### config.mk
export PLATFORM = sky130hd
export DESIGN_NAME = von_fetch_ctrl
export DESIGN_NICKNAME = d
export VERILOG_FILES = /design/src/rtl/von_fetch_ctrl.sv
export SDC_FILE = /design/constraint.sdc
export NUM_CORES = 1
export LEC_CHECK = 0
export ABC_AREA = 1
export CELL_PAD_IN_SITES_DETAIL_PLACEMENT = 0
export CELL_PAD_IN_SITES_GLOBAL_PLACEMENT = 2
export CORE_ASPECT_RATIO = 1.75
export CORE_MARGIN = 1
export CORE_UTILIZATION = 20
export CTS_CLUSTER_SIZE = 16
export DETAILED_ROUTE_END_ITERATION = 12
export GPL_TIMING_DRIVEN = 0
export PLACE_DENSITY = 0.72
export SYNTH_ARGS = -nofsm -noshare
export SYNTH_HDL_FRONTEND = slang
export SYNTH_SLANG_ARGS = --single-unit
export TNS_END_PERCENT = 10
### constraint.sdc
create_clock -name clk -period 1.4 [get_ports clk]
set_clock_uncertainty 0.2 [all_clocks]
set_input_delay 0.35 -clock clk [delete_from_list [all_inputs] [get_ports clk]]
set_output_delay 0.35 -clock clk [all_outputs]
set_load 0.05 [all_outputs]
### src/rtl/von_fetch_ctrl.sv
// Instruction-fetch sequencer: drives the PC register, the memory read handshake and the IR hand-off to execute.
// Define FETCH_TIMEOUT_EN to enable the memory-ack timeout and the sticky fault state.
module von_fetch_ctrl #(
    parameter int ADDR_W      = 4,
    parameter int DATA_W      = 8,
    parameter int MEM_TIMEOUT = 15
) (
    input  logic              clk,
    input  logic              clear_n,
    input  logic              run,
    input  logic [ADDR_W-1:0] pc_value,
    output logic              pc_load,
    output logic              pc_inc,
    output logic              pc_clear,
    output logic [ADDR_W-1:0] pc_data,
    output logic              mem_req,
    output logic [ADDR_W-1:0] mem_addr,
    input  logic              mem_ack,
    input  logic [DATA_W-1:0] mem_rdata,
    output logic              ir_load,
    output logic [DATA_W-1:0] ir_data,
    output logic              instr_valid,
    input  logic              instr_ready,
    input  logic              br_valid,
    input  logic [ADDR_W-1:0] br_target,
    output logic              fault
);

    typedef enum logic [2:0] {
        S_INIT,
        S_IDLE,
        S_REQ,
        S_HOLD,
        S_DRAIN,
        S_SETTLE,
        S_FAULT
    } state_t;

    state_t              state_q;
    logic                pc_load_q;
    logic                pc_inc_q;
    logic                pc_clear_q;
    logic [ADDR_W-1:0]   pc_data_q;
    logic                mem_req_q;
    logic                ir_load_q;
    logic [DATA_W-1:0]   ir_data_q;
    logic                instr_valid_q;
    logic                fault_q;
    logic                to_hit;

`ifdef FETCH_TIMEOUT_EN
    localparam int CNT_W = $clog2(MEM_TIMEOUT + 1);

    logic [CNT_W-1:0] to_cnt_q;
    logic [CNT_W-1:0] to_cnt_d;
    logic             waiting;

    // Counts consecutive un-acked cycles of one outstanding request, across a REQ->DRAIN move.
    assign waiting = ((state_q == S_REQ) || (state_q == S_DRAIN)) && !mem_ack;
    assign to_hit  = waiting && (to_cnt_q == CNT_W'(MEM_TIMEOUT - 1));

    always_comb begin
        to_cnt_d = '0;
        if (waiting) begin
            to_cnt_d = to_cnt_q + CNT_W'(1);
        end
    end

    always_ff @(posedge clk) begin
        if (!clear_n) begin
            to_cnt_q <= '0;
        end else begin
            to_cnt_q <= to_cnt_d;
        end
    end
`else
    // Without the timeout feature the request waits indefinitely.
    assign to_hit = (MEM_TIMEOUT < 0);
`endif

    always_ff @(posedge clk) begin
        if (!clear_n) begin
            state_q       <= S_INIT;
            pc_load_q     <= 1'b0;
            pc_inc_q      <= 1'b0;
            pc_clear_q    <= 1'b0;
            pc_data_q     <= '0;
            mem_req_q     <= 1'b0;
            ir_load_q     <= 1'b0;
            ir_data_q     <= '0;
            instr_valid_q <= 1'b0;
            fault_q       <= 1'b0;
        end else begin
            pc_load_q  <= 1'b0;
            pc_inc_q   <= 1'b0;
            pc_clear_q <= 1'b0;
            ir_load_q  <= 1'b0;
            case (state_q)
                S_INIT: begin
                    pc_clear_q <= 1'b1;
                    state_q    <= S_IDLE;
                end
                S_IDLE: begin
                    if (br_valid) begin
                        pc_load_q <= 1'b1;
                        pc_data_q <= br_target;
                        state_q   <= S_SETTLE;
                    end else if (run) begin
                        mem_req_q <= 1'b1;
                        state_q   <= S_REQ;
                    end
                end
                S_REQ: begin
                    if (to_hit) begin
                        mem_req_q <= 1'b0;
                        fault_q   <= 1'b1;
                        state_q   <= S_FAULT;
                    end else if (br_valid) begin
                        // A branch always wins over returning data; an ack in the same cycle is discarded.
                        pc_load_q <= 1'b1;
                        pc_data_q <= br_target;
                        if (mem_ack) begin
                            mem_req_q <= 1'b0;
                            state_q   <= S_SETTLE;
                        end else begin
                            state_q <= S_DRAIN;
                        end
                    end else if (mem_ack) begin
                        ir_data_q     <= mem_rdata;
                        ir_load_q     <= 1'b1;
                        pc_inc_q      <= 1'b1;
                        instr_valid_q <= 1'b1;
                        mem_req_q     <= 1'b0;
                        state_q       <= S_HOLD;
                    end
                end
                S_HOLD: begin
                    if (br_valid) begin
                        pc_load_q     <= 1'b1;
                        pc_data_q     <= br_target;
                        instr_valid_q <= 1'b0;
                        state_q       <= S_SETTLE;
                    end else if (instr_ready) begin
                        instr_valid_q <= 1'b0;
                        mem_req_q     <= run;
                        state_q       <= run ? S_REQ : S_IDLE;
                    end
                end
                S_DRAIN: begin
                    if (to_hit) begin
                        mem_req_q <= 1'b0;
                        fault_q   <= 1'b1;
                        state_q   <= S_FAULT;
                    end else if (br_valid) begin
                        pc_load_q <= 1'b1;
                        pc_data_q <= br_target;
                        if (mem_ack) begin
                            mem_req_q <= 1'b0;
                            state_q   <= S_SETTLE;
                        end
                    end else if (mem_ack) begin
                        // Stale data from the redirected fetch is dropped; PC already holds the target.
                        mem_req_q <= run;
                        state_q   <= run ? S_REQ : S_IDLE;
                    end
                end
                S_SETTLE: begin
                    if (br_valid) begin
                        pc_load_q <= 1'b1;
                        pc_data_q <= br_target;
                    end else begin
                        mem_req_q <= run;
                        state_q   <= run ? S_REQ : S_IDLE;
                    end
                end
                S_FAULT: begin
                    state_q <= S_FAULT;
                end
                default: begin
                    state_q <= S_INIT;
                end
            endcase
        end
    end

    assign pc_load     = pc_load_q;
    assign pc_inc      = pc_inc_q;
    assign pc_clear    = pc_clear_q;
    assign pc_data     = pc_data_q;
    assign mem_req     = mem_req_q;
    assign mem_addr    = mem_req_q ? pc_value : '0;
    assign ir_load     = ir_load_q;
    assign ir_data     = ir_data_q;
    assign instr_valid = instr_valid_q;
    assign fault       = fault_q;

endmodule

Word level (Yosys, flattened, before mapping)
Cells that the tools add are included.
{ "word_totals": {"register_bits": 20, "in_bits": 22, "word_cells": 71} }
{ "op_classes": {"eq_ne": 18, "mux": 31, "n_reduce_logical": 11, "bitwise": 3} }
{ "op_table": {"columns": ["cell", "n"], "rows": [
  ["$mux W3", 10],
  ["$pmux W3 S7", 1],
  ["$mux W1", 16],
  ["$ne A2 B2 Y1 const B", 8],
  ["$ne A3 B3 Y1 const B", 4],
  ["$eq A3 B3 Y1 const B", 3],
  ["$reduce_and A7 Y1", 1],
  ["$eq A3 B2 Y1 const B", 2],
  ["$pmux W1 S5", 1],
  ["$reduce_and A5 Y1", 1],
  ["$reduce_bool A5 Y1", 1],
  ["$reduce_or A5 Y1", 1],
  ["$mux W4", 1],
  ["$reduce_and A2 Y1", 2],
  ["$reduce_and A4 Y1", 1],
  ["$eq A3 B1 Y1 const B", 1],
  ["$logic_not A3 Y1", 1],
  ["$not A1 Y1", 3],
  ["$reduce_and A3 Y1", 1],
  ["$reduce_or A3 Y1", 1],
  ["$mux W2", 1],
  ["$pmux W1 S2", 1],
  ["$reduce_bool A2 Y1", 1]
]} }

Logic depth before layout (Yosys ltp)
Gate-level depths: netlist (run 1).
{ "depth": {"ltp_word": 4, "mapped_depth": 9, "mapped_depth_nobuf": 9} }

Least setup slack after synthesis (run 1)
OpenSTA, ideal clock, no wires.
{ "synth_timing": {"path_type": "register to output", "from": "reg mem_req_q, in the netlist mem_req", "to": "out mem_addr[0]", "path_slack_ns": -0.262, "arrival_time_ns": 1.112, "stages_incl_launch_ff": 3, "path_cell_list": "dfxtp_1 > nand2_1 > inv_1"} }
{ "synth_between": {"elab_chain_len": 1} }
{ "synth_rtl": {"columns": ["item", "line_no", "source"], "rows": [
  ["start, declared", "44", "logic mem_req_q;"],
  ["start signal, assigned", "145", "mem_req_q <= run;"],
  ["start signal, assigned", "163", "mem_req_q <= run;"],
  ["start signal, assigned", "172", "mem_req_q <= run;"],
  ["$mux W4", "191", "assign mem_addr = mem_req_q ? pc_value : '0;"],
  ["end, declared", "17", "output logic [ADDR_W-1:0] mem_addr,"]
]} }
Every way passes these cells.

Worst setup path after layout (run 1)
{ "layout_timing": {"from": "reg mem_req_q, in the netlist mem_req", "to": "out mem_addr[3]"} }
The elaborated chain is that of the path after synthesis.

==> results.json, run 1 <==
{
  "cp.required_ps": 850,
  "grt_pass1_vias": 1210,
  "synth_ff_type": "dfxtp_1",
  "die_x_um": 59.2,
  "yosys.area_share.simple_pct": 41.5,
  "io_pins": 45,
  "async_reset_ff_share_pct": 0,
  "final_nets": 243,
  "reg2reg_slack_ps": -30,
  "synth-xor-area-share_pct": 0,
  "max_freq_mhz": 673,
  "finalSetupViolCount": 7,
  "criticalPathCategory": "reg -> out",
  "drive_gt1_share_pct": 35.9,
  "dpl_cell_area_sq_mm": 0.00169,
  "place_ws_ps": -904,
  "reg2reg_to": "state_q[1]",
  "synth_top_family_by_area": "simple AND/OR/NAND/NOR gates",
  "grt_max_degree": 12,
  "multi_input_area_sq_um": 658,
  "coreArea_sq_mm": 0.00554,
  "hold_buffers": 0,
  "maxCapViolCount": 0,
  "fillers": 618,
  "synth_seq_cells": 20,
  "crit_fanout": 6,
  "insertion_delay_ps": 250,
  "hold_depth": 2,
  "synth-compound-area-share_pct": 11.8,
  "hold_viol_final": 0,
  "final_max_slew_viol_count": 0,
  "power.total_mw": 3.13,
  "synthTopCellsByCount": "nor2_1, nand2_1, dfxtp_1",
  "synth_edf_count": 0,
  "die-area_sq_mm": 0.00605,
  "dp_hpwl_um": 2560,
  "initial_core_util_pct": 20.7,
  "synth_top_cell_by_area": "dfxtp_1",
  "reg2reg_from": "state_q[1]",
  "fin_area_sq_mm": 0.00186,
  "synth_nets": 190,
  "seq_area_frac_synth_pct": 34.9,
  "viasPerCell": 4.14,
  "path_clk_slew_ps": 70,
  "cp-start-kind": "flip-flop",
  "synth.area.mux_share_pct": 0,
  "die_y_um": 102,
  "num_antenna_cells": 0,
  "worst_setup_path_end_kind": "output pin",
  "drt-pass1-iter-count": 4,
  "detail_route.wl_per_cell_um": 11.2,
  "via_count": 1225,
  "status": "finished, violations left",
  "syn_inst": 168,
  "power_density_mw_per_mm2": 1680,
  "cts_buffers": 3,
  "violations": "setup timing",
  "drt-total-wl_um": 3320,
  "num_rows": 36,
  "first_iter_violations": 43,
  "crit_arrival_ps": 940,
  "synth_area_sq_mm": 0.00115,
  "gr-usage-all-layers_pct": 12.1,
  "leakage_nw": 0.826,
  "finalCritPeriodShare_pct": 106,
  "worst_path_largest_cell_delay_ps": 370,
  "cts_tree": "built",
  "r2r_cells": 6,
  "route.detailed.drc": 0,
  "seq_area_sq_um": 412,
  "clockRootBuffer": "clkbuf_8",
  "clk_path_buf_depth": 2,
  "synth_area_per_cell_sq_um": 6.82,
  "yosysTopAreaCellShare_pct": 34.9,
  "min_to": "pc_data[0]",
  "cp_cell_sequence": "nand2_2, clkinvlp_4, buf_8",
  "hold_start": "pc_data[0]",
  "globalplace.congestion": 0.762,
  "ctsHtreeMaxLevel": 1,
  "area_delta_synth_final_pct": 62.6,
  "worst_path_max_delay_cell": "dfxtp_4",
  "grt_pass1_wl_um": 5600,
  "antenna_found_initial": 0,
  "final_antenna_net_count": 0,
  "fin_ws_ps": -86.7,
  "ys_types": 22,
  "ys_warn_count": 0,
  "yosysMostFrequentCell": "nor2_1",
  "clock-sinks": 20,
  "grt_overflow": 0,
  "ir_drop_mv": 0.707,
  "yosys.area_share.adder_pct": 0,
  "io_buffer_count": 43,
  "yosys-top-cells-area": "dfxtp_1, nor2_1, nand2_1",
  "holdCritPathClass": "reg -> reg",
  "grt_setup_unrepaired": "yes",
  "finalCriticalPeriod_ps": 1490
}
-- per-stage QoR --
stage,cells,hold WS [ps],util [%],TNS (ps)
global placement,287,268,30.5,-18160
CTS,295,293,32.3,-853
global route,296,320,33.6,-1820
finish,296,288,33.6,-443
detailed placement,287,278,30.5,-17990
floorplan,168,285,-,-72.2
-- layer usage --
layer	wire length [um]	track usage [%]	up-vias	share of wire [%]
met5	0	0	-	0
met4	115	6.59	0	3.5
met3	99	1.14	10	3.0
met2	1780	20.7	36	54
met1	1320	14.4	540	40
li1	-	-	639	-
-- layout by cell type (no fill, tap or decap) --
cell and count:
nand3_4 1, inv_1 6, buf_12 2, conb_1 1, nand3b_1 2, nor2_2 3, nand2_1 19, inv_2 4
buf_6 4, a21oi_2 1, clkbuf_8 4, dfxtp_1 15, clkbuf_16 1, nand3_2 3, nor2_4 4, inv_4 2
nand2_2 10, nand4_4 1, nand2_4 1, buf_2 1, clkbuf_4 3, nand4_2 1, o21ai_1 4, nand3_1 8
buf_4 18, o21ai_0 13, o211ai_1 2, buf_8 6, dfxtp_4 2, clkinvlp_4 4, nor2_1 42, dlygate4sd2_1 8
dfxtp_2 3, nand4_1 2, a21oi_1 6, clkdlybuf4s50_1 13
-- power breakdown --
| group | switching, mW | total (mW) | internal (mW) |
|---|---|---|---|
| clock network | 0.182 | 0.432 | 0.250 |
| registers | 0.101 | 0.811 | 0.711 |
| logic | 1.18 | 1.88 | 0.705 |
| total | 1.46 | 3.13 | 1.67 |
-- timing repair --
item / 4_1_cts / 5_1_grt
resized for setup: 164 / 17
pin swaps: 6 / 3
cloned: 0 / 1
buffers inserted: 4 / 0
setup endpoints to repair: 41 / 26
-- final cells by class --
cell class              count  area share, %
clock buffers               4           2.95
flip-flops and latches     20           22.1
inverters                  16           4.30
plain buffers               8           5.10
multi-input cells         124           35.3
repair buffers             48           25.1
well taps                  76           5.10
-- worst max path at each step --
stage	from	end	slack [ps]	depth (start not counted)
after detailed placement	pc_value[1]	mem_addr[1]	-900	4
after CTS	mem_req	mem_addr[3]	-100	3
after global routing	state_q[1]	state_q[0]	-140	8
after floorplan	mem_req	mem_addr[0]	-20	2
final	mem_req	mem_addr[3]	-90	3
after global placement	pc_value[1]	mem_addr[1]	-890	4
-- kinds of logic (layout without fill, tap and decap cells) --
group,count (synthesis),in the layout
compound gates,26,26
simple gates,97,97
other cells,1,1
buf+inv,24,76
flops,20,20
-- critical path: cells and delay by family (launching register included) --
| family | cells | cell delay, ps |
|---|---|---|
| DFF | 1 | 370 |
| buffers and inverters | 2 | 230 |
| and+or+nand+nor | 1 | 80 |
-- flip-flops by register name (all words and copies together) (netlist names) --
| register | flops |
|---|---|
| state_q | 3 |
| pc_load | 1 |
| ir_load | 1 |
| ir_data | 8 |
| pc_data | 4 |
| mem_req | 1 |
| pc_clear | 1 |
| instr_valid | 1 |
Power figures use the tool's default switching activity.
==> run 2: changes to the inputs <==
--- a/config.mk
+++ b/config.mk
@@ -7,3 +7,2 @@
 export LEC_CHECK = 0
-export ABC_AREA = 1
 export CELL_PAD_IN_SITES_DETAIL_PLACEMENT = 0
@@ -11,4 +10,3 @@
 export CORE_ASPECT_RATIO = 1.75
-export CORE_MARGIN = 1
-export CORE_UTILIZATION = 20
+export CORE_UTILIZATION = 21
 export CTS_CLUSTER_SIZE = 16
@@ -16,3 +14,3 @@
 export GPL_TIMING_DRIVEN = 0
-export PLACE_DENSITY = 0.72
+export PLACE_DENSITY = 0.73
 export SYNTH_ARGS = -nofsm -noshare
==> constraint.sdc (replaced) <==
create_clock -name clk -period 1.4 [get_ports clk]
set_clock_uncertainty 0.2 [all_clocks]
set_input_delay 0.21 -clock clk [delete_from_list [all_inputs] [get_ports clk]]
set_output_delay 0.21 -clock clk [all_outputs]
set_load 0.05 [all_outputs]
==> run 2 against run 1 <==
  * First-iteration DRC count decreased by 37%
  * Critical path type is now reg -> reg
  * The flow still finishes with violations (setup timing)
  * Critical path depth up 2
  * Largest power group is now registers
  * Flip-flop and latch count is the same
  * Synthesized area decreased by 9.0%
  * Largest cell class unchanged
==> results.json, run 2 <==
{
  "first_iter_violations": 27,
  "syn_inst": 121,
  "violations": "setup timing",
  "viasPerCell": 4.88,
  "yosysMostFrequentCell": "nor2_1",
  "yosys-top-cells-area": "dfxtp_1, mux2i_1, nor2_1",
  "reg2reg_slack_ps": -290,
  "antenna_found_initial": 0,
  "cts_tree": "built",
  "ctsHtreeMaxLevel": 1,
  "maxCapViolCount": 0,
  "ir_drop_mv": 0.672,
  "coreArea_sq_mm": 0.00475,
  "power_frac_comb_pct": 34.6,
  "synth_nets": 143,
  "die-area_sq_mm": 0.00527,
  "final_max_slew_viol_count": 0,
  "ys_types": 40,
  "final_antenna_net_count": 0,
  "drt-total-wl_um": 3130,
  "grt_setup_unrepaired": "yes",
  "seq_area_sq_um": 405,
  "synth_area_per_cell_sq_um": 8.62,
  "critical_path.top_delay_family": "simple AND/OR/NAND/NOR gates",
  "worst_setup_path_end_kind": "flip-flop",
  "final_cell_mix": "nor2_1, clkdlybuf4s50_1, dfxtp_1",
  "gr-usage-all-layers_pct": 12.2,
  "dp_hpwl_um": 2320,
  "layout_commonest_cell": "nor2_1",
  "synth_seq_cells": 20,
  "insertion_delay_ps": 260,
  "multi_input_area_sq_um": 603,
  "finalNonFillerCells": 224,
  "power.total_mw": 1.64,
  "yosysTopAreaCellShare_pct": 38.4,
  "finalCritPeriodShare_pct": 121,
  "route.detailed.drc": 0,
  "clockPowerShare_pct": 27.2,
  "die_x_um": 55.3,
  "crit_fanout": 5,
  "crit_arrival_ps": 1630,
  "drive_gt1_share_pct": 32.6,
  "critPathBufInv": 1,
  "dp.cells": 216,
  "max_freq_mhz": 591,
  "worst_path_largest_cell_delay_ps": 390,
  "grt_max_degree": 12,
  "largest_reg_flops": 8,
  "criticalPathCategory": "reg -> reg",
  "ys_warn_count": 0,
  "leakage_nw": 0.706,
  "worst_path_max_delay_cell": "or3_4",
  "finalCriticalPeriod_ps": 1690,
  "grt_pass1_vias": 1098,
  "grt_overflow": 0,
  "path_clk_slew_ps": 70,
  "async_reset_ff_share_pct": 0,
  "drt-pass1-iter-count": 4,
  "switching_share_pct": 33.3,
  "fin_ws_ps": -293,
  "holdCritPathClass": "reg -> reg",
  "clockRootBuffer": "clkbuf_8",
  "synth_top_cell_by_area": "dfxtp_1",
  "synthTopCellsByCount": "nor2_1, dfxtp_1, mux2i_1",
  "clk_path_buf_depth": 2,
  "power_density_mw_per_mm2": 1000,
  "via_count": 1092,
  "finalSetupViolCount": 19,
  "synth_area_sq_mm": 0.00104,
  "cts_buffers": 3,
  "synth_edf_count": 0,
  "io_pins": 45,
  "cp.required_ps": 1330,
  "clock-sinks": 20,
  "netSwitchingPower_mw": 0.547,
  "globalplace.congestion": 0.862,
  "initial_core_util_pct": 22.0,
  "cp_cell_sequence": "buf_6, mux2_4, or3_4, a21oi_2, a211oi_2",
  "worst_hold_slack_ps": 301,
  "hold_buffers": 0,
  "hold_viol_final": 0,
  "pwr-share-seq_pct": 38.2,
  "detail_route.wl_per_cell_um": 14.0,
  "area_delta_synth_final_pct": 56.7,
  "fillers": 506,
  "cp-start-kind": "flip-flop",
  "num_antenna_cells": 0,
  "grt_pass1_wl_um": 4950,
  "synth_ff_type": "dfxtp_1",
  "final_nets": 195,
  "die_y_um": 95.3,
  "seq_area_frac_synth_pct": 38.4,
  "p_int_mw": 1.09,
  "status": "finished, violations left",
  "num_rows": 33,
  "io_buffer_count": 43
}
run 2: cell count changes after synthesis, moves of 8 or more:
cell / before / now
nand3_1: 9 / 0
o21ai_0: 16 / 6
nor2_1: 44 / 21
nand2_1: 24 / 3
inv_1: 13 / 5
mux2i_1: 0 / 12
run 2: layout make-up:
class                      count  area share, %
inverter                       5           1.15
sequential                    20           24.8
timing repair buffer          47           25.0
buffer                        11           4.82
clock buffer                   4           3.37
tap                           52           3.98
multi-input combinational     85           36.9
run 2: metrics by stage:
stage	instance area, sq um	utilization (%)	setup WS (ps)	setup TNS, ps
floorplan	1060	-	-184	-2500
global placement	1550	32.7	-620	-15100
detailed placement	1550	32.7	-633	-15170
CTS	1650	34.8	-292	-4090
global route	1640	34.4	-344	-5570
finish	1640	34.4	-293	-3950
run 2: final timing paths:
| path | cells past startpoint | to | from |
|---|---|---|---|
| max | 5 | state_q[1] | state_q[1] |
| min | 2 | ir_data[0] | ir_data[0] |
| max reg2reg | 5 | state_q[1] | state_q[1] |
| min reg2reg | 2 | ir_data[0] | ir_data[0] |
run 2: logic make-up after synthesis:
family	share of synthesized area, %
AOI/OAI and AO/OA	19.3
and+or+nand+nor	21.1
buffers and inverters	8.27
muxes	12.6
DFF	38.4
other	0.359
run 2: what timing repair did:
| item | CTS | global route |
|---|---|---|
| buffers inserted | 1 | 1 |
| gates resized for setup | 102 | 26 |
| pin swaps | 3 | 2 |
| cloned | 1 | 1 |
| endpoints found under the setup margin | 41 | 35 |
run 2: power groups by stage:
stage / Sequential (mW) / Clock, mW / Combinational [mW]
CTS: 0.628 / 0.463 / 0.561
global placement: 0.638 / 0 / 0.548
global route: 0.634 / 0.488 / 0.609
floorplan: 0.719 / 0 / 0.277
detailed placement: 0.639 / 0 / 0.546
finish: 0.627 / 0.446 / 0.569
run 2: routing by layer:
layer	vias to the layer above	share of wire (%)	global-route usage, %
met3	11	5.2	2.58
met5	-	0	0
li1	522	-	-
met1	507	36	11.3
met2	52	55	23.1
met4	0	3.4	9.17
run 2: tightest hold or removal path, delay by kind of cell (launching register included):
kind             cells  cell delay [ps]
DFF                  1              330
muxes                1               60
and+or+nand+nor      1               70
